File: src/rtl/alu_pipe_if.sv
// alu_pipe_if: operand/result bundle for the two-stage ALU pipeline.
//
// Handshake: valid-only, no backpressure. The producer asserts i_valid for
// one cycle per operation with i_data_a/i_data_b/i_inst stable around the
// rising clock edge; the pipeline always accepts. Exactly one o_valid pulse
// follows each accepted op two cycles later; o_data/o_overflow are only
// meaningful while o_valid=1 and otherwise hold the last result.
interface alu_pipe_if #(
   parameter int DATA_W = 12
);
   logic                     i_valid;
   logic signed [DATA_W-1:0] i_data_a;
   logic signed [DATA_W-1:0] i_data_b;
   logic [2:0]               i_inst;
   logic                     o_valid;
   logic signed [DATA_W-1:0] o_data;
   logic                     o_overflow;

   // Producer / consumer side (testbench or upstream logic)
   modport master (
      output i_valid, i_data_a, i_data_b, i_inst,
      input  o_valid, o_data, o_overflow
   );

   // ALU side
   modport slave (
      input  i_valid, i_data_a, i_data_b, i_inst,
      output o_valid, o_data, o_overflow
   );
endinterface

File: src/rtl/alu_pipe.sv
// alu_pipe: two-stage signed ALU with fixed-point MUL/MAC and a guarded
// MAC accumulator. Stage 1 registers the operands, stage 2 computes and
// registers the result. Latency 2, one op per cycle, never stalls.
//
// Optional build macro: ALU_PIPE_SAT_EN -- saturate overflowing
// ADD/SUB/MUL/MAC results on o_data instead of wrapping. The accumulator
// always keeps the unsaturated value; o_overflow is identical either way.
module alu_pipe #(
   parameter int DATA_W  = 12,
   parameter int FRAC_W  = 5,
   parameter int GUARD_W = 8
) (
   input  logic         i_clk,
   input  logic         i_rst_n,
   alu_pipe_if.slave    bus
);

   // Opcodes
   localparam logic [2:0] OP_ADD  = 3'b000;
   localparam logic [2:0] OP_SUB  = 3'b001;
   localparam logic [2:0] OP_MUL  = 3'b010;
   localparam logic [2:0] OP_MAC  = 3'b011;
   localparam logic [2:0] OP_XNOR = 3'b100;
   localparam logic [2:0] OP_RELU = 3'b101;
   localparam logic [2:0] OP_MAX  = 3'b110;
   localparam logic [2:0] OP_MIN  = 3'b111;

   // Widths: PW is the full product, AW the accumulator, WW a common width
   // wide enough to hold every full-precision result for range checking.
   localparam int PW = 2 * DATA_W;
   localparam int AW = DATA_W + GUARD_W;
   localparam int WW = (AW > PW + 1) ? AW : PW + 1;

   // Half an LSB of the rounded result, added before the shift so that
   // rounding goes half toward +infinity.
   localparam logic signed [PW:0] RND_HALF = (PW+1)'(2 ** (FRAC_W - 1));

   // Representable output range, in both the wide and the output width.
   localparam logic signed [WW-1:0]     WIDE_MAX = WW'((2 ** (DATA_W - 1)) - 1);
   localparam logic signed [WW-1:0]     WIDE_MIN = -WIDE_MAX - WW'(1);
   localparam logic signed [DATA_W-1:0] DATA_MAX = WIDE_MAX[DATA_W-1:0];
   localparam logic signed [DATA_W-1:0] DATA_MIN = WIDE_MIN[DATA_W-1:0];

   // ---------------------------------------------------------------------
   // Stage 1: operand registers
   // ---------------------------------------------------------------------
   logic                     s1_valid;
   logic signed [DATA_W-1:0] s1_a;
   logic signed [DATA_W-1:0] s1_b;
   logic [2:0]               s1_inst;

   // Capture operands on every accepted op; a bubble only clears s1_valid.
   always_ff @(posedge i_clk or negedge i_rst_n) begin
      if (!i_rst_n) begin
         s1_valid <= 1'b0;
         s1_a     <= '0;
         s1_b     <= '0;
         s1_inst  <= '0;
      end else begin
         s1_valid <= bus.i_valid;
         if (bus.i_valid) begin
            s1_a    <= bus.i_data_a;
            s1_b    <= bus.i_data_b;
            s1_inst <= bus.i_inst;
         end
      end
   end

   // ---------------------------------------------------------------------
   // Stage 2: compute
   // ---------------------------------------------------------------------
   logic signed [PW-1:0]     prod;
   logic signed [PW:0]       prod_biased;
   logic signed [PW:0]       prod_rnd;
   logic signed [AW-1:0]     acc_q;
   logic signed [AW-1:0]     acc_next;
   logic signed [WW-1:0]     res_full;
   logic                     res_checked;
   logic                     res_ovf;
   logic signed [DATA_W-1:0] res_data;

   // Full-precision product and its rounded fixed-point value.
   always_comb begin
      prod        = PW'(s1_a) * PW'(s1_b);
      prod_biased = (PW+1)'(prod) + RND_HALF;
      prod_rnd    = prod_biased >>> FRAC_W;
   end

   // Per-opcode result at full precision, plus the next accumulator value.
   always_comb begin
      res_full    = '0;
      res_checked = 1'b0;
      acc_next    = acc_q;
      case (s1_inst)
         OP_ADD: begin
            res_full    = WW'(s1_a) + WW'(s1_b);
            res_checked = 1'b1;
         end
         OP_SUB: begin
            res_full    = WW'(s1_a) - WW'(s1_b);
            res_checked = 1'b1;
         end
         OP_MUL: begin
            res_full    = WW'(prod_rnd);
            res_checked = 1'b1;
         end
         OP_MAC: begin
            // Sum wraps inside the accumulator width by construction.
            acc_next    = acc_q + AW'(prod_rnd);
            res_full    = WW'(acc_next);
            res_checked = 1'b1;
         end
         OP_XNOR: res_full = WW'(~(s1_a ^ s1_b));
         OP_RELU: res_full = s1_a[DATA_W-1] ? '0 : WW'(s1_a);
         OP_MAX:  res_full = (s1_a > s1_b) ? WW'(s1_a) : WW'(s1_b);
         OP_MIN:  res_full = (s1_a < s1_b) ? WW'(s1_a) : WW'(s1_b);
         default: res_full = '0;
      endcase
      // Any non-MAC op restarts accumulation from zero.
      if (s1_inst != OP_MAC) begin
         acc_next = '0;
      end
   end

   // Range check and output formatting (wrap or saturate).
   always_comb begin
      res_ovf = res_checked && ((res_full > WIDE_MAX) || (res_full < WIDE_MIN));
`ifdef ALU_PIPE_SAT_EN
      if (res_ovf) begin
         res_data = res_full[WW-1] ? DATA_MIN : DATA_MAX;
      end else begin
         res_data = res_full[DATA_W-1:0];
      end
`else
      res_data = res_full[DATA_W-1:0];
`endif
   end

   // ---------------------------------------------------------------------
   // Stage 2: output and accumulator registers
   // ---------------------------------------------------------------------
   logic                     o_valid_q;
   logic signed [DATA_W-1:0] o_data_q;
   logic                     o_overflow_q;

   // Register results for valid ops; bubbles pulse o_valid low and leave
   // data, overflow and the accumulator untouched.
   always_ff @(posedge i_clk or negedge i_rst_n) begin
      if (!i_rst_n) begin
         o_valid_q    <= 1'b0;
         o_data_q     <= '0;
         o_overflow_q <= 1'b0;
         acc_q        <= '0;
      end else begin
         o_valid_q <= s1_valid;
         if (s1_valid) begin
            o_data_q     <= res_data;
            o_overflow_q <= res_ovf;
            acc_q        <= acc_next;
         end
      end
   end

   assign bus.o_valid    = o_valid_q;
   assign bus.o_data     = o_data_q;
   assign bus.o_overflow = o_overflow_q;

endmodule

File: src/flat_wrapper.sv
// flat-port wrapper written by rule: the top's interface ports become plain ports
module alu_pipe_flat 
#(
   parameter int DATA_W  = 12,
   parameter int FRAC_W  = 5,
   parameter int GUARD_W = 8
)
  (i_clk, i_rst_n, bus_i_valid, bus_i_data_a, bus_i_data_b, bus_i_inst, bus_o_valid, bus_o_data, bus_o_overflow);
  alu_pipe_if #(.DATA_W(DATA_W)) bus_i ();
  input  logic i_clk;
  input  logic i_rst_n;
  input wire logic [$bits(bus_i.i_valid)-1:0] bus_i_valid;
  input wire logic [$bits(bus_i.i_data_a)-1:0] bus_i_data_a;
  input wire logic [$bits(bus_i.i_data_b)-1:0] bus_i_data_b;
  input wire logic [$bits(bus_i.i_inst)-1:0] bus_i_inst;
  output wire logic [$bits(bus_i.o_valid)-1:0] bus_o_valid;
  output wire logic [$bits(bus_i.o_data)-1:0] bus_o_data;
  output wire logic [$bits(bus_i.o_overflow)-1:0] bus_o_overflow;
  assign bus_i.i_valid = bus_i_valid;
  assign bus_i.i_data_a = bus_i_data_a;
  assign bus_i.i_data_b = bus_i_data_b;
  assign bus_i.i_inst = bus_i_inst;
  assign bus_o_valid = bus_i.o_valid;
  assign bus_o_data = bus_i.o_data;
  assign bus_o_overflow = bus_i.o_overflow;
  alu_pipe #(.DATA_W(DATA_W), .FRAC_W(FRAC_W), .GUARD_W(GUARD_W)) u_core (.i_clk(i_clk), .i_rst_n(i_rst_n), .bus(bus_i));
endmodule
File: config.mk
export PLATFORM = sky130hd
export DESIGN_NAME = alu_pipe_flat
export DESIGN_NICKNAME = d
export VERILOG_FILES = /design/src/rtl/alu_pipe_if.sv /design/src/rtl/alu_pipe.sv /design/src/flat_wrapper.sv
export SDC_FILE = /design/constraint.sdc
export NUM_CORES = 1
export LEC_CHECK = 0
export ABC_AREA = 1
export ABC_CLOCK_PERIOD_IN_PS = 8400
export CORE_UTILIZATION = 42
export CTS_CLUSTER_DIAMETER = 50
export DETAILED_ROUTE_END_ITERATION = 7
export GPL_ROUTABILITY_DRIVEN = 0
export PLACE_DENSITY_LB_ADDON = 0.15
export RECOVER_POWER = 25
export SETUP_SLACK_MARGIN = 0.05
export SYNTH_ARGS = -nofsm -noshare
export SYNTH_HDL_FRONTEND = slang
export SYNTH_SLANG_ARGS = --single-unit
export TNS_END_PERCENT = 5
File: constraint.sdc
create_clock -name i_clk -period 8.4 [get_ports i_clk]
set_input_delay 0.84 -clock i_clk [delete_from_list [all_inputs] [get_ports i_clk]]
set_output_delay 0.84 -clock i_clk [all_outputs]
set_load 0.01 [all_outputs]
Word level (Yosys, flattened, before mapping)

Cells that the tools add are included.

Reductions and logical operators: 6
Multiply operators: 1
Equal/unequal tests: 8
$add $sub $neg: 4
Muxes and demuxes: 7
Magnitude comparators: 4
Bitwise logic cells: 2

Operators with widths:

| kind                                                             | number |
|---|---|
| one-hot mux 25 bit (8 select lines)                              | 1 |
| 2-to-1 mux 25 bit                                                | 2 |
| 2-to-1 mux 20 bit                                                | 2 |
| adder 24 x 6 -> 25 bit (second input constant)                   | 1 |
| greater-than comparator 25 x 12 -> 1 bit (second input constant) | 1 |
| less-than comparator 25 x 12 -> 1 bit (second input constant)    | 1 |
| NOT 25 bit                                                       | 1 |
| multiplier 12 x 12 -> 24 bit                                     | 1 |
| adder 20 bit                                                     | 1 |
| adder 12 x 12 -> 13 bit                                          | 1 |
| subtractor 12 x 12 -> 13 bit                                     | 1 |
| == test 3 bit (second input constant)                            | 4 |
| greater-than comparator 12 bit                                   | 1 |
| less-than comparator 12 bit                                      | 1 |
| XOR 12 bit                                                       | 1 |
| 2-to-1 mux 11 bit                                                | 1 |
| == test 3 x 2 -> 1 bit (second input constant)                   | 2 |
| OR reduction 4 bit                                               | 1 |
| == test 3 x 1 -> 1 bit (second input constant)                   | 1 |
| logical NOT 3 bit                                                | 1 |
| != test 3 x 2 -> 1 bit (second input constant)                   | 1 |
| AND reduction 2 bit                                              | 1 |
| nonzero test 2 bit                                               | 1 |
| logical AND 1 bit                                                | 1 |
| 2 further kinds                                                  | 2 |

Logic and storage cells: 40
Register bits after elaboration: 62
Input port bits: 30
Output and inout bits: 14

Depth between registers and ports, before layout

Depth in word-level cells: 7
Mapped depth: 43
Mapped depth without buffers: 42

Worst setup path before layout

OpenSTA, ideal clock, no wires.

Kind: flip-flop to flip-flop
Start: register u_core.s1_a[11]
End: register u_core.o_overflow_q, in the netlist u_core.bus.o_overflow
Arrival: 6343 ps
Setup slack: 1940 ps
Path buffers: 1
Stages on the path, launching flop included: 36
Setup time: 117 ps
Required time: 8283 ps
Clock period less this slack: 6460 ps
Cell sequence: dfrtp_1 clkbuf_1 nand2_1 fa_1 inv_1 fa_1 inv_1 fa_1 inv_1 fa_1 inv_1 fa_1 inv_1 ha_1 nand2_1 inv_1 nand2_1 nand2_1 a21oi_1 nand3_1 and2_1 ha_1 nand2_1 nor3_1 nand2_1 or2_1 nand3_1 inv_1 nand3_1 nand3_1 nand2_1 nand2_1 nor2_1 nand2_1 nand3_1 nand2_1

Word-level cells in the longest chain between the ends: 7
Elaborated cells between the ends (all ways): 17
Those cells by class: add/sub: 4; mul: 1; order compare: 4; mux: 4; bitwise: 2; reduce/logical: 2

RTL lines:

| item                                                                                                     | RTL line        | RTL |
|---|---|---|
| from (decl)                                                                                              | alu_pipe.sv:48  | `logic signed [DATA_W-1:0] s1_a;` |
| from (signal assigned)                                                                                   | alu_pipe.sv:62  | `s1_a <= bus.i_data_a;` |
| multiplier 12 x 12 -> 24 bit                                                                             | alu_pipe.sv:84  | `prod = PW'(s1_a) * PW'(s1_b);` |
| adder 24 x 6 -> 25 bit                                                                                   | alu_pipe.sv:85  | `prod_biased = (PW+1)'(prod) + RND_HALF;` |
| adder 20 bit                                                                                             | alu_pipe.sv:109 | `acc_next = acc_q + AW'(prod_rnd);` |
| one-hot mux 25 bit (8 select lines) *                                                                    | alu_pipe.sv:94  | `case (s1_inst)` |
| greater-than comparator 25 x 12 -> 1 bit / less-than comparator 25 x 12 -> 1 bit (equally long branches) | alu_pipe.sv:127 | `res_ovf = res_checked && ((res_full > WIDE_MAX) \|\| (res_full < WIDE_MIN));` |
| logical OR 1 bit *                                                                                       | alu_pipe.sv:127 |  |
| logical AND 1 bit *                                                                                      | alu_pipe.sv:127 |  |
| to (signal assigned)                                                                                     | alu_pipe.sv:158 | `o_overflow_q <= res_ovf;` |
| to (decl)                                                                                                | alu_pipe.sv:144 | `logic o_overflow_q;` |

Mark *: on every way between the ends. The rest lies on a longest branch, timed or not.
A chain may end at the register's enable or synchronous reset.

Final worst setup path

Start: register u_core.s1_a[5]
End: register u_core.o_data_q[10], in the netlist u_core.bus.o_data[10]

Word-level cells in the longest chain between the ends: 4
Elaborated cells between the ends (all ways): 10
Those cells by class: add/sub: 4; mul: 1; order compare: 2; mux: 3

RTL lines:

| item                                  | RTL line        | RTL |
|---|---|---|
| multiplier 12 x 12 -> 24 bit          | alu_pipe.sv:84  |  |
| adder 24 x 6 -> 25 bit                | alu_pipe.sv:85  |  |
| adder 20 bit                          | alu_pipe.sv:109 |  |
| one-hot mux 25 bit (8 select lines) * | alu_pipe.sv:94  |  |
| to (signal assigned)                  | alu_pipe.sv:157 | `o_data_q <= res_data;` |
| to (decl)                             | alu_pipe.sv:143 | `logic signed [DATA_W-1:0] o_data_q;` |

Marks and branches as above.

==> reports/qor.log <==
INFO  flow_run       timing.max_cap.violations=2
INFO  grt            grt_pass1_wl=63100um
INFO  cells_and_area sequential_cell_area=1550um2
INFO  timing         post-route-min-period=7.89ns
INFO  min_path       hold-path-cell-count=2
INFO  timing         final.period_utilization=93.9%
INFO  synth          synth-seq-area-share=12.8%
INFO  floorplanning  placement_rows=61
INFO  worst_setup_path endpoint_of_the_worst_slack_reg_to_reg_timing_path=u_core.bus.o_data[10]
INFO  worst_setup_path critical_path_peak_fanout=16
INFO  worst_setup_path timing.critical_path.arrival=8.13ns
INFO  clocking       cts-resized-gates=0
INFO  detailed_routing detail_route.wl_per_cell=18.4um
INFO  synth          async_reset_ff_share=100%
INFO  timing         fin_setup_tns=0ns
INFO  synth          post_synth_instance_area=12100um2
INFO  clocking       worst_setup_hold_path_clk_slew=0.07ns
INFO  floorplanning  dieArea=29400um2
INFO  timing         maxSlewHeadroom=-141%
INFO  synth          synth.top_cell.area_share=24.0%
INFO  timing         final_slew_viol_count=117
INFO  placed_design  placement.io_buffers=43
INFO  detailed_routing drtPass1Iterations=7
INFO  worst_setup_path worst_path_max_delay_cell=sky130_fd_sc_hd__dfrtp_1
INFO  timing         fmax=127MHz
INFO  floorplanning  floorplan.die.height=172um
INFO  worst_setup_path classification_of_the_worst_setup_path=reg -> reg
INFO  cells_and_area multi_input_area=8710um2
INFO  grt            antenna_found_initial=0
INFO  timing         grt_setup_unrepaired=false
INFO  worst_setup_path worst_setup_path_end_kind=register
INFO  cells_and_area count_of_antenna_diodes_in_the_layout=0
INFO  detailed_routing drt-vias-per-instance=5.25
INFO  outcome        run_status=complete, but fails checks
INFO  floorplanning  initial_utilization=43.1%
INFO  floorplanning  fp.dieW=172um
INFO  placed_design  postPlaceCellArea=12800um2
INFO  synth          postSynthCellCount=1769
INFO  clocking       worst_skew_pair.late_latency=0.36ns
INFO  cells_and_area post_route_cells_drive_above_1_share=4.41%
INFO  timing         worstMarginPinSlew=3.61ns
INFO  synth          synth_seq_cells=62
INFO  synth          yosys.area.top_type=sky130_fd_sc_hd__fa_1
INFO  worst_setup_path r2r_setup_slack=0.51ns
INFO  timing         finalHoldWorstSlack=0.481ns
INFO  clocking       tritoncts_clock_tree=yes
INFO  timing         final-hold-violation-count=0
INFO  outcome        failed_checks=max-capacitance violations, max-slew violations
INFO  cells_and_area flow.area_growth_from_synthesis=8.81%
INFO  grt            vias_in_the_first_global_route=11158
INFO  clocking       post_cts_buffers=0
INFO  grt            global_route.overflow_total=0
INFO  worst_setup_path r2r.worst_path.cells=32
INFO  worst_setup_path setup.worst_path.start_class=register
INFO  min_path       whs_endpoint=u_core.bus.o_data[2]
INFO  synth          syn_avg_cell_area=6.83um2
INFO  timing         timing.clock.skew=0.0142ns
INFO  synth          yosys-top-cells-area=sky130_fd_sc_hd__fa_1 (24%), sky130_fd_sc_hd__nand2_1 (16%), sky130_fd_sc_hd__dfrtp_1 (13%)
INFO  clocking       tritoncts.num_buffers=9
INFO  detailed_routing ant_nets_after_route=0
INFO  grt            grt_start_max_net_pins=63
INFO  clocking       cts_max_path_buffers=2
INFO  floorplanning  floorplan.core_area=28000um2
INFO  detailed_routing initialDrtViolationCount=1077
INFO  grt            gr-usage-all-layers=28.4%
INFO  synth          most_used_flip_flop_cell_after_synthesis=sky130_fd_sc_hd__dfrtp_1
INFO  synth          synth_cell_type_count=51
INFO  cells_and_area final.fill_count=2903
INFO  detailed_routing routed-via-count=11395
INFO  clocking       cts.htree.levels=3
INFO  worst_setup_path r2r-start=u_core.s1_a[5]
INFO  cells_and_area stdcell_area=13100um2
INFO  detailed_routing drc=0
INFO  min_path       hold_path.class=reg -> reg
INFO  cells_and_area final_nets=2054
INFO  worst_setup_path cp_data_required_time=8.64ns
INFO  synth          number_of_synthesized_flops_with_an_enable_pin=0
INFO  clocking       root_buffer=sky130_fd_sc_hd__clkbuf_16
INFO  timing         setup_viol=0
INFO  synth          synthesized_net_count=2036
INFO  detailed_routing routed_wirelength=40000um
INFO  min_path       timing.hold.worst.start=u_core.bus.o_data[2]
INFO  worst_setup_path max_stage_delay=0.88ns
INFO  synth          ys.warnings.count=0
INFO  placed_design  place_hpwl=32700um
INFO  clocking       cts_hold_repair.buffers=0
INFO  clocking       clock_sinks=62
INFO  floorplanning  ioPinCount=44
stage by stage:
step	std cells	setup WS (ns)	util, %
global route	2170	0.0604	46.9
detailed placement	2154	0.558	45.9
global placement	2154	0.372	45.9
floorplan	1769	1.94	-
CTS	2170	0.549	46.9
finish	2170	0.513	46.9
worst max-delay path, delay by kind of cell (launching register included):
family          cells  cell delay [ns]
buf+inv             7             0.43
xor+xnor            1             0.26
simple gates       13             1.89
fa+ha+maj           8             3.58
flops               1             0.88
compound gates      3             0.71
cell usage after synthesis (3+ instances only):
library cell,instances
sky130_fd_sc_hd__xor2_1,16
sky130_fd_sc_hd__o211ai_1,5
sky130_fd_sc_hd__o21ai_0,76
sky130_fd_sc_hd__and2_1,8
sky130_fd_sc_hd__nor2_1,86
sky130_fd_sc_hd__a22oi_1,5
sky130_fd_sc_hd__nand3_2,4
sky130_fd_sc_hd__a221oi_1,5
sky130_fd_sc_hd__o21ai_1,4
sky130_fd_sc_hd__nand2_1,522
sky130_fd_sc_hd__nand3b_1,5
sky130_fd_sc_hd__clkbuf_1,40
sky130_fd_sc_hd__a31o_2,3
sky130_fd_sc_hd__inv_2,9
sky130_fd_sc_hd__buf_4,3
sky130_fd_sc_hd__nand3_1,93
sky130_fd_sc_hd__nor2_2,4
sky130_fd_sc_hd__or2_2,3
sky130_fd_sc_hd__a21oi_1,60
sky130_fd_sc_hd__o22ai_1,8
sky130_fd_sc_hd__a31oi_1,5
sky130_fd_sc_hd__buf_2,4
sky130_fd_sc_hd__xnor2_1,4
sky130_fd_sc_hd__o2111ai_1,3
sky130_fd_sc_hd__nor3_1,18
sky130_fd_sc_hd__fa_1,145
sky130_fd_sc_hd__o21bai_1,5
sky130_fd_sc_hd__inv_1,409
sky130_fd_sc_hd__a21oi_2,3
sky130_fd_sc_hd__buf_6,4
sky130_fd_sc_hd__dfrtp_1,62
sky130_fd_sc_hd__nor2_4,3
sky130_fd_sc_hd__nand2_2,6
sky130_fd_sc_hd__ha_1,92
sky130_fd_sc_hd__nand4_1,21
sky130_fd_sc_hd__nor3_2,3
sky130_fd_sc_hd__a211oi_1,3
layout by cell type (no fill, tap or decap), drive strengths merged, types with 2 or more instances in the layout:
cell type / n
nand2: 529
inv: 419
fa: 145
nand3: 99
nor2: 93
ha: 92
o21ai: 81
a21oi: 65
dfrtp: 62
clkdlybuf4s50: 41
nor3: 22
nand4: 21
xor2: 16
buf: 15
clkbuf: 12
and2: 8
o22ai: 8
o21bai: 5
nand3b: 5
a22oi: 5
o211ai: 5
a31oi: 5
a221oi: 5
or2: 5
xnor2: 4
clkinv: 4
a31o: 3
o2111ai: 3
a211oi: 3
a21o: 2
mux2: 2
nor4: 2
a2111oi: 2
logic make-up after synthesis:
family	synth area share, %
buffers and inverters	15.0
multiplexers	0.186
adder cells (fa/ha/maj)	33.6
flip-flops	12.8
AND/OR/NAND/NOR	27.6
AO/OA/AOI/OAI	9.36
XOR/XNOR	1.45
cell type report:
type                    count  share of cell area [%]
clock buffers              10                    1.82
inverters                 419                    12.0
flip-flops and latches     62                    11.8
multi-input cells        1237                    66.3
clock inverters             6                   0.467
well taps                 378                    3.60
repair buffers             58                    4.02
metal layers:
metal	track usage [%]	wire length [um]	share of wire, %	vias to the layer above
met3	4.33	3140	7.9	97
met5	0	0	0	-
li1	-	-	-	5406
met1	39.4	17700	44	5404
met4	11.0	1580	4.0	0
met2	44.4	17500	44	488
worst max path at each step:
stage / start / to / slack (ns) / cells after the start
6_report: u_core.s1_a[5] / u_core.bus.o_data[10] / 0.51 / 32
5_1_grt: u_core.s1_a[5] / u_core.bus.o_data[10] / 0.06 / 32
4_1_cts: u_core.s1_a[5] / u_core.bus.o_data[10] / 0.55 / 32
3_5_place_dp: u_core.s1_a[5] / u_core.bus.o_data[10] / 0.56 / 32
3_3_place_gp: u_core.s1_a[5] / u_core.bus.o_data[10] / 0.37 / 32
2_1_floorplan: u_core.s1_a[11] / u_core.bus.o_overflow / 1.94 / 35
state kept, by name, indices dropped and copies added, names as in the netlist:
signal / count
u_core.acc_q: 20
u_core.s1_valid: 1
u_core.bus.o_valid: 1
u_core.s1_b: 12
u_core.bus.o_overflow: 1
u_core.s1_a: 12
u_core.s1_inst: 3
u_core.bus.o_data: 12
Power is not shown: default switching activity piles up to over one toggle a cycle in this logic, so the estimate is an artifact.
